**config.mk**
```make
export PLATFORM = sky130hd
export DESIGN_NAME = io_arbiter
export DESIGN_NICKNAME = d
export VERILOG_FILES = /design/src/rtl/io_arb_pkg.sv /design/src/rtl/io_rr_pick.sv /design/src/rtl/io_arbiter.sv
export SDC_FILE = /design/constraint.sdc
export NUM_CORES = 1
export LEC_CHECK = 0
export BUFFER_PORTS_ARGS = -buffer_cell sky130_fd_sc_hd__buf_2
export CAP_MARGIN = 10
export CORE_ASPECT_RATIO = 0.6
export CORE_MARGIN = 2
export CORE_UTILIZATION = 45
export DETAILED_ROUTE_END_ITERATION = 16
export MAX_ROUTING_LAYER = met4
export PLACE_DENSITY_LB_ADDON = 0.25
export SETUP_SLACK_MARGIN = 0.2
export SYNTH_ARGS = -nofsm -noshare
export SYNTH_HDL_FRONTEND = slang
export SYNTH_SLANG_ARGS = --single-unit
```
**constraint.sdc**
```tcl
create_clock -name clk -period 2.2 [get_ports clk]
set_input_delay 0.22 -clock clk [delete_from_list [all_inputs] [get_ports clk]]
set_output_delay 0.22 -clock clk [all_outputs]
set_load 0.01 [all_outputs]
```
**src/rtl/io_arb_pkg.sv**
```systemverilog
// Shared types for the IO access arbiter: FSM states, requester ids and the latched command.
package io_arb_pkg;

  // Command address is stored at a fixed maximum width; the top zero-extends into it.
  localparam int IO_AW_MAX = 8;

  typedef enum logic [2:0] {
    IDLE,
    SETUP,
    STROBE,
    SAMPLE,
    DONE
  } state_t;

  typedef enum logic {
    CPU = 1'b0,
    DBG = 1'b1
  } port_t;

  typedef struct packed {
    logic                 we;
    logic [IO_AW_MAX-1:0] addr;
    logic                 wdata;
    port_t                port;
  } io_cmd_t;

endpackage

```
**src/rtl/io_rr_pick.sv**
```systemverilog
// Two-way round-robin pick: a lone requester wins, a tie goes to the port that did not win last.
module io_rr_pick
  import io_arb_pkg::*;
(
  input  logic  cpu_req_i,
  input  logic  dbg_req_i,
  input  port_t last_grant_i,
  output port_t grant_o,
  output logic  valid_o
);

  always_comb begin
    grant_o = CPU;
    if (cpu_req_i && dbg_req_i) grant_o = (last_grant_i == CPU) ? DBG : CPU;
    else if (dbg_req_i)         grant_o = DBG;
  end

  assign valid_o = cpu_req_i | dbg_req_i;

endmodule

```
**src/rtl/io_arbiter.sv**
```systemverilog
// Arbitrates the core and debug ports onto the shared IO block and sequences each access
// through setup / strobe / sample so address and data bracket the write edge.
module io_arbiter
  import io_arb_pkg::*;
#(
  parameter int ADDR_WIDTH  = 4,
  parameter int OUTPUT_SIZE = 8
) (
  input  logic                  clk,
  input  logic                  reset,
  input  logic                  cpu_req,
  input  logic                  cpu_we,
  input  logic [ADDR_WIDTH-1:0] cpu_addr,
  input  logic                  cpu_wdata,
  output logic                  cpu_ack,
  output logic                  cpu_rdata,
  output logic                  cpu_err,
  input  logic                  dbg_req,
  input  logic                  dbg_we,
  input  logic [ADDR_WIDTH-1:0] dbg_addr,
  input  logic                  dbg_wdata,
  output logic                  dbg_ack,
  output logic                  dbg_rdata,
  output logic                  dbg_err,
  output logic                  io_write,
  output logic [ADDR_WIDTH-1:0] io_address,
  output logic                  io_data_in,
  input  logic                  io_data_out
);

  localparam int SW = (OUTPUT_SIZE > 1) ? $clog2(OUTPUT_SIZE) : 1;
  localparam logic [IO_AW_MAX-1:0] OUT_LIM = IO_AW_MAX'(OUTPUT_SIZE);

  state_t                  state_q;
  io_cmd_t                 cmd_q, pick_cmd;
  port_t                   last_grant_q, grant;
  logic                    pick_vld;
  logic [OUTPUT_SIZE-1:0]  shadow_q;
  logic                    io_write_q, io_data_q;
  logic [ADDR_WIDTH-1:0]   io_addr_q;
  logic                    cpu_ack_q, cpu_err_q, cpu_rdata_q;
  logic                    dbg_ack_q, dbg_err_q, dbg_rdata_q;
  logic                    cmd_out, enter_done, bad_wr, rd_val;

  io_rr_pick u_pick (
    .cpu_req_i    (cpu_req),
    .dbg_req_i    (dbg_req),
    .last_grant_i (last_grant_q),
    .grant_o      (grant),
    .valid_o      (pick_vld)
  );

  always_comb begin
    pick_cmd = '0;
    if (grant == CPU) begin
      pick_cmd.we    = cpu_we;
      pick_cmd.addr  = IO_AW_MAX'(cpu_addr);
      pick_cmd.wdata = cpu_wdata;
      pick_cmd.port  = CPU;
    end else begin
      pick_cmd.we    = dbg_we;
      pick_cmd.addr  = IO_AW_MAX'(dbg_addr);
      pick_cmd.wdata = dbg_wdata;
      pick_cmd.port  = DBG;
    end
  end

  // Output pins cannot be read back from the IO block, so they come from the shadow copy.
  assign cmd_out    = cmd_q.addr < OUT_LIM;
  assign bad_wr     = (state_q == SETUP) && cmd_q.we && !cmd_out;
  assign enter_done = bad_wr || (state_q == STROBE) || (state_q == SAMPLE);
  assign rd_val     = cmd_out ? shadow_q[cmd_q.addr[SW-1:0]] : io_data_out;

  always_ff @(posedge clk) begin
    if (reset) begin
      state_q      <= IDLE;
      cmd_q        <= '0;
      last_grant_q <= DBG;
      shadow_q     <= '0;
      io_write_q   <= 1'b0;
      io_addr_q    <= '0;
      io_data_q    <= 1'b0;
      cpu_ack_q    <= 1'b0;
      cpu_err_q    <= 1'b0;
      cpu_rdata_q  <= 1'b0;
      dbg_ack_q    <= 1'b0;
      dbg_err_q    <= 1'b0;
      dbg_rdata_q  <= 1'b0;
    end else begin
      io_write_q <= (state_q == SETUP) && cmd_q.we && cmd_out;
      cpu_ack_q  <= enter_done && (cmd_q.port == CPU);
      dbg_ack_q  <= enter_done && (cmd_q.port == DBG);
      cpu_err_q  <= bad_wr && (cmd_q.port == CPU);
      dbg_err_q  <= bad_wr && (cmd_q.port == DBG);
      if (state_q == SAMPLE && cmd_q.port == CPU) cpu_rdata_q <= rd_val;
      if (state_q == SAMPLE && cmd_q.port == DBG) dbg_rdata_q <= rd_val;

      case (state_q)
        IDLE: if (pick_vld) begin
          cmd_q     <= pick_cmd;
          io_addr_q <= pick_cmd.addr[ADDR_WIDTH-1:0];
          io_data_q <= pick_cmd.wdata;
          state_q   <= SETUP;
        end
        SETUP: begin
          if (!cmd_q.we)    state_q <= SAMPLE;
          else if (cmd_out) state_q <= STROBE;
          else              state_q <= DONE;
        end
        STROBE: begin
          shadow_q[cmd_q.addr[SW-1:0]] <= cmd_q.wdata;
          state_q <= DONE;
        end
        SAMPLE: state_q <= DONE;
        DONE: begin
          last_grant_q <= cmd_q.port;
          state_q      <= IDLE;
        end
        default: state_q <= IDLE;
      endcase
    end
  end

  assign io_write   = io_write_q;
  assign io_address = io_addr_q;
  assign io_data_in = io_data_q;
  assign cpu_ack    = cpu_ack_q;
  assign cpu_err    = cpu_err_q;
  assign cpu_rdata  = cpu_rdata_q;
  assign dbg_ack    = dbg_ack_q;
  assign dbg_err    = dbg_err_q;
  assign dbg_rdata  = dbg_rdata_q;

endmodule

```
==> flow_summary.json, run 1 <==
{
  "fp.coreArea_mm2": 0.00257,
  "fin_crit_ns": 1.69,
  "slew_viol_final": 0,
  "synth_seq_cells": 26,
  "yosysSeqAreaShare_pct": 41.4,
  "half_perimeter_wire_length_of_the_detailed_placement_result_mm": 2.06,
  "timing.critical_path.max_delay_family": "compound AO/OA/AOI/OAI gates",
  "report.final.setup_viol": 0,
  "outcome": "finished, final reports clean",
  "final-hold-violation-count": 0,
  "row_count": 14,
  "timing.hold.worst.class": "input port to flip-flop",
  "grt_overflow": 0,
  "register_area_um2": 520,
  "wirelength_mm": 2.81,
  "achievable-frequency_mhz": 590,
  "placed_cell_area_mm2": 0.00135,
  "cp_data_arrival_time_ns": 1.83,
  "cts.clk_slew.worst_paths_ns": 0.08,
  "via_per_inst": 5.96,
  "timing.final.ws_setup_ns": 0.505,
  "ctsHoldBuffers": 0,
  "io_pins": 29,
  "critical-path-max-stage-delay_ns": 0.58,
  "post_synth.cell_area_avg_um2": 9.54,
  "die_area_mm2": 0.00325,
  "gp_congestion": 0.811,
  "port-buffer-count": 28,
  "clock_path_buffers": 2,
  "critical_path_peak_fanout": 10,
  "critical_path.cell_chain": "mux2_2 -> a222oi_1 -> a221oi_1",
  "drive_gt1_share_pct": 29.5,
  "final_nets": 168,
  "dieWidth_um": 72.3,
  "cap_viol_max_count": 0,
  "total_negative_setup_slack_ns": 0,
  "fin_area_mm2": 0.00140,
  "worstSetupPathType": "flip-flop to flip-flop",
  "worst_setup_path_start_kind": "flip-flop",
  "crit_required_ns": 2.33,
  "synth-edff-count": 0,
  "async_s_r_ff_share_synth_pct": 0,
  "clock-root-buffer": "sky130_fd_sc_hd__clkbuf_8",
  "n_antenna_cell": 0,
  "number_of_global_route_vias_before_repair": 976,
  "timing.max_slew.rel_slack_pct": 65.8,
  "power.leakage_nw": 0.536,
  "drcViolationCount": 0,
  "vdd.ir_drop.worst_v": 0.000542,
  "final.setup_skew_ns": 0.00328,
  "drt_iter0_markers": 69,
  "synth.top_cell.area_share_pct": 41.4,
  "layout.cells.most_common": "sky130_fd_sc_hd__buf_2",
  "clock_latency_ns": 0.27,
  "postCtsSetupRepairBufs": 0,
  "areaGrowthSynthToFinish_pct": 10.8,
  "setup_repair_after_global_routing_missed_its_margin": "no",
  "pin_count_of_the_biggest_net_entering_global_routing": 22,
  "dr_total_vias": 1078,
  "timing.critical_path.to_type": "flip-flop",
  "global_route_wire_length_before_repair_mm": 4.49,
  "tritoncts_num_sinks": 26,
  "placement.setup.worst_slack_ns": 0.522,
  "mappedNetlistArea_mm2": 0.00126,
  "power-per-cell-area_mw_per_mm2": 913,
  "floorplan.initialDensity_pct": 48.9,
  "synth-main-ff-cell": "sky130_fd_sc_hd__dfxtp_1",
  "chipHeight_um": 45.0,
  "footprint_of_the_multi_input_gates_um2": 638,
  "drtPass1Iterations": 8,
  "fillCellCount": 233,
  "worst_slew_pin_slew_ns": 0.512,
  "ys_warn_count": 0,
  "grtUsageTotal_pct": 18.9,
  "htreeDepth": 1,
  "number_of_cells_produced_by_synthesis": 132,
  "detail_route.wl_per_cell_um": 15.5,
  "worstPathBufferInverterCount": 0,
  "mappedNetlistNets": 149,
  "cts_buffers": 3,
  "finalCritPeriodShare_pct": 77.0,
  "critPathSlowestCell": "sky130_fd_sc_hd__dfxtp_1",
  "synth_cell_types": 43,
  "post-synth-top-area-cell": "sky130_fd_sc_hd__dfxtp_1",
  "antenna_found_initial": 0,
  "ctsResizeCount": 0,
  "post_synth_main_area_contributors": "sky130_fd_sc_hd__dfxtp_1 (41%), sky130_fd_sc_hd__a21oi_1 (6.8%), sky130_fd_sc_hd__mux2i_1 (4.8%)",
  "final_antenna_net_count": 0,
  "most-common-layout-cells": "sky130_fd_sc_hd__buf_2 (28), sky130_fd_sc_hd__dfxtp_1 (26), sky130_fd_sc_hd__a21oi_1 (17)",
  "tritoncts": "done"
}
## flip-flops by register name, indices dropped and copies added, names as in the netlist
name / cells
shadow_q: 8
cmd_q: 6
state_q: 3
cpu_ack: 1
cpu_err: 1
cpu_rdata: 1
dbg_ack: 1
dbg_err: 1
dbg_rdata: 1
io_data_in: 1
io_write: 1
last_grant_q: 1
## per-stage QoR
| stage | total power [mW] | hold WS, ns | cells | utilization, % |
|---|---|---|---|---|
| 3_5_place_dp | 1.01 | 0.470 | 178 | 52.6 |
| 2_1_floorplan | 0.944 | 0.421 | 132 | - |
| 5_1_grt | 1.35 | 0.295 | 181 | 54.2 |
| 6_report | 1.27 | 0.283 | 181 | 54.2 |
| 3_3_place_gp | 1.00 | 0.471 | 178 | 52.6 |
| 4_1_cts | 1.27 | 0.286 | 181 | 54.2 |
## area by class of cell
class                      instances  area share [%]
sequential                        26            37.3
timing repair buffer              29            10.6
tap                               32            2.87
clock buffer                       3            2.96
multi-input combinational         89            45.7
inverter                           2           0.538
## power breakdown
| group | switching (mW) | leakage [nW] | internal [mW] |
|---|---|---|---|
| clock | 0.143 | 0.0216 | 0.123 |
| combinational | 0.181 | 0.302 | 0.164 |
| sequential | 0.129 | 0.212 | 0.533 |
| total | 0.454 | 0.536 | 0.819 |
## cell families (layout without fill, tap and decap cells)
family / count (synthesis) / count (layout) / synth area share [%]
AND/OR/NAND/NOR: 36 / 36 / 19.5
buffers and inverters: 17 / 34 / 7.95
AO/OA/AOI/OAI: 43 / 43 / 22.6
multiplexers: 10 / 10 / 8.65
flip-flops: 26 / 26 / 41.4
## Yosys cell counts (2+ instances only)
master and n:
sky130_fd_sc_hd__inv_1 2, sky130_fd_sc_hd__a211oi_1 6, sky130_fd_sc_hd__nand2b_1 3, sky130_fd_sc_hd__or4b_4 2, sky130_fd_sc_hd__a2bb2oi_1 2, sky130_fd_sc_hd__a21oi_1 17, sky130_fd_sc_hd__mux2i_1 6, sky130_fd_sc_hd__buf_6 2
sky130_fd_sc_hd__a2111oi_0 2, sky130_fd_sc_hd__nand2_1 4, sky130_fd_sc_hd__nor3_1 3, sky130_fd_sc_hd__a221oi_1 2, sky130_fd_sc_hd__nor4_1 2, sky130_fd_sc_hd__nand3_1 8, sky130_fd_sc_hd__clkbuf_1 4, sky130_fd_sc_hd__buf_4 4
sky130_fd_sc_hd__buf_2 4, sky130_fd_sc_hd__o21ai_0 6, sky130_fd_sc_hd__dfxtp_1 26, sky130_fd_sc_hd__nor2b_1 2, sky130_fd_sc_hd__mux2_2 3
## worst paths after layout
kind,start,endpoint,slack [ns],depth (start not counted)
worst min register to register,shadow_q[0]$_SDFFE_PP0P_,shadow_q[0]$_SDFFE_PP0P_,0.48,2
worst min-delay path,cpu_addr[1],cmd_q[3]$_SDFFE_PP0P_,0.28,3
worst max-delay path,cmd_q[2]$_SDFFE_PP0P_,dbg_rdata$_SDFFE_PP0P_,0.51,3
worst max register to register,cmd_q[2]$_SDFFE_PP0P_,dbg_rdata$_SDFFE_PP0P_,0.51,3
## routing by layer
layer | share of wire, % | up-vias | GRT usage (%)
met5 | 0 | - | -
li1 | - | 524 | -
met2 | 41 | 51 | 26.6
met1 | 48 | 499 | 24.9
met4 | 1.4 | 0 | 8.68
met3 | 8.9 | 4 | 6.03
## tightest hold or removal path: cells and delay by family
family	cells	cell delay [ns]
buffers and inverters	1	0.09
AO/OA/AOI/OAI	1	0.08
multiplexers	1	0.11
Power figures use the tool's default switching activity.
==> inputs of run 2 (changes only) <==
==> constraint.sdc (replaced) <==
create_clock -name clk -period 1.5 [get_ports clk]
set_input_delay 0.15 -clock clk [delete_from_list [all_inputs] [get_ports clk]]
set_output_delay 0.15 -clock clk [all_outputs]
set_load 0.01 [all_outputs]
==> run 2 against run 1 <==
Against the previous run:
- largest cell class unchanged
- setup slack worse by 0.42 ns
- utilization rose by 5.8 points
- via count up 6.8%
- critical path depth unchanged
- highest routed layer unchanged
- critical endpoint unchanged
- total power increased by 65%
- register-to-register slack lost 0.42 ns
- global-route usage shrank 0.13 points
- flip-flop and latch count unchanged
- clock power rose by 71%
- count of clock-buffer cells in the layout increased by 1
- first-iteration DRC count is 36% higher
- non-clock buffer count increased by 10
==> flow_summary.json, run 2 (same netlist as run 1, synthesis figures left out) <==
{
  "power-per-cell-area_mw_per_mm2": 1360,
  "fp.coreArea_mm2": 0.00257,
  "timing.final.ws_setup_ns": 0.0832,
  "number_of_flip_flops_in_the_largest_register": 8,
  "fillCellCount": 217,
  "gp_congestion": 0.862,
  "via_per_inst": 5.99,
  "critPathSlowestCell": "sky130_fd_sc_hd__a222oi_1",
  "cp.depth": 3,
  "antenna_found_initial": 0,
  "htreeDepth": 1,
  "half_perimeter_wire_length_of_the_detailed_placement_result_mm": 2.21,
  "cp-startpoint": "cmd_q[2]$_SDFFE_PP0P_",
  "cts_buffers": 3,
  "ctsHoldBuffers": 0,
  "cap_viol_max_count": 0,
  "setup_repair_after_global_routing_missed_its_margin": "yes",
  "total_negative_setup_slack_ns": 0,
  "crit_required_ns": 1.64,
  "drt_iter0_markers": 94,
  "hold_ws_ns": 0.208,
  "port-buffer-count": 28,
  "timing.critical_path.to_type": "flip-flop",
  "largest-register": "shadow_q",
  "clock_path_buffers": 2,
  "total_power_mw": 2.10,
  "critical_path_peak_fanout": 6,
  "detail_route.wl_per_cell_um": 15.5,
  "layoutNonFillerInstCount": 192,
  "most-common-layout-cells": "sky130_fd_sc_hd__buf_2 (28), sky130_fd_sc_hd__dfxtp_1 (22), sky130_fd_sc_hd__a21oi_1 (17)",
  "vdd.ir_drop.worst_v": 0.000794,
  "drcViolationCount": 0,
  "io_pins": 29,
  "placedCellCount": 185,
  "worst_setup_path_start_kind": "flip-flop",
  "clock-root-buffer": "sky130_fd_sc_hd__clkbuf_8",
  "critical-path-max-stage-delay_ns": 0.45,
  "grtUsageTotal_pct": 18.8,
  "final.setup_skew_ns": 0.00418,
  "timing.max_slew.rel_slack_pct": 70.3,
  "footprint_of_the_multi_input_gates_um2": 686,
  "power.leakage_nw": 0.610,
  "tritoncts_num_sinks": 26,
  "placement.setup.worst_slack_ns": 0.0723,
  "drive_gt1_share_pct": 40.0,
  "wirelength_mm": 2.98,
  "hold_start": "reset",
  "chipHeight_um": 45.0,
  "clock_latency_ns": 0.27,
  "final-hold-violation-count": 0,
  "critical_path.cell_chain": "mux2_4 -> a222oi_1 -> a221oi_1",
  "timing.hold.worst.class": "input port to flip-flop",
  "n_antenna_cell": 0,
  "worstPathBufferInverterCount": 0,
  "tritoncts": "done",
  "global_route_wire_length_before_repair_mm": 4.40,
  "cts.clk_slew.worst_paths_ns": 0.09,
  "cp_data_arrival_time_ns": 1.56,
  "layout.cells.most_common": "sky130_fd_sc_hd__buf_2",
  "number_of_global_route_vias_before_repair": 943,
  "fin_area_mm2": 0.00155,
  "dieWidth_um": 72.3,
  "outcome": "finished, final reports clean",
  "fin_util_pct": 60.0,
  "timing.critical_path.max_delay_family": "compound AO/OA/AOI/OAI gates",
  "crit-reg2reg-launch": "cmd_q[2]$_SDFFE_PP0P_",
  "grt_overflow": 0,
  "worstSetupPathType": "flip-flop to flip-flop",
  "worst_reg_to_reg_cells": 3,
  "register_area_um2": 531,
  "die_area_mm2": 0.00325,
  "slew_viol_final": 0,
  "reg_top3": "shadow_q: 8 flops, cmd_q: 6 flops, state_q: 3 flops",
  "final_antenna_net_count": 0,
  "row_count": 14,
  "pin_count_of_the_biggest_net_entering_global_routing": 15,
  "achievable-frequency_mhz": 706,
  "dr_total_vias": 1151,
  "areaGrowthSynthToFinish_pct": 22.8,
  "finalCritPeriodShare_pct": 94.5,
  "hold-path-cell-count": 2,
  "floorplan.initialDensity_pct": 48.9,
  "fin_crit_ns": 1.42,
  "placed_cell_area_mm2": 0.00142,
  "report.final.setup_viol": 0,
  "drtPass1Iterations": 5,
  "worst_slew_pin_slew_ns": 0.445,
  "final_nets": 178
}
[run 2: worst paths after layout]
| check | to | slack [ns] |
|---|---|---|
| max | dbg_rdata$_SDFFE_PP0P_ | 0.08 |
| min | cmd_q[5]$_SDFFE_PP0P_ | 0.21 |
| max reg2reg | dbg_rdata$_SDFFE_PP0P_ | 0.08 |
| min reg2reg | shadow_q[0]$_SDFFE_PP0P_ | 0.48 |
[run 2: per-layer routing]
metal	track usage, %	vias to the layer above	wire length, µm
met5	-	-	0
met4	4.91	0	34
met3	5.36	6	281
met2	26.1	65	1260
met1	26.8	529	1400
li1	-	551	-
[run 2: where the power goes]
| group | switching (mW) | total (mW) | internal [mW] |
|---|---|---|---|
| logic | 0.359 | 0.696 | 0.336 |
| clock network | 0.221 | 0.456 | 0.235 |
| registers | 0.159 | 0.950 | 0.791 |
[run 2: final cells by class]
| class | instances | share of cell area [%] |
|---|---|---|
| clock buffers | 4 | 3.56 |
| inverters | 2 | 0.486 |
| multi-input cells | 89 | 44.4 |
| flip-flops and latches | 26 | 34.3 |
| well taps | 32 | 2.59 |
| repair buffers | 39 | 14.7 |
[run 2: what timing repair did]
item                       4_1_cts  5_1_grt
hold endpoints to repair         0        0
setup endpoints to repair       13       12
buffers inserted                 1        2
gates resized for setup          4       15
pin swaps                        2        2
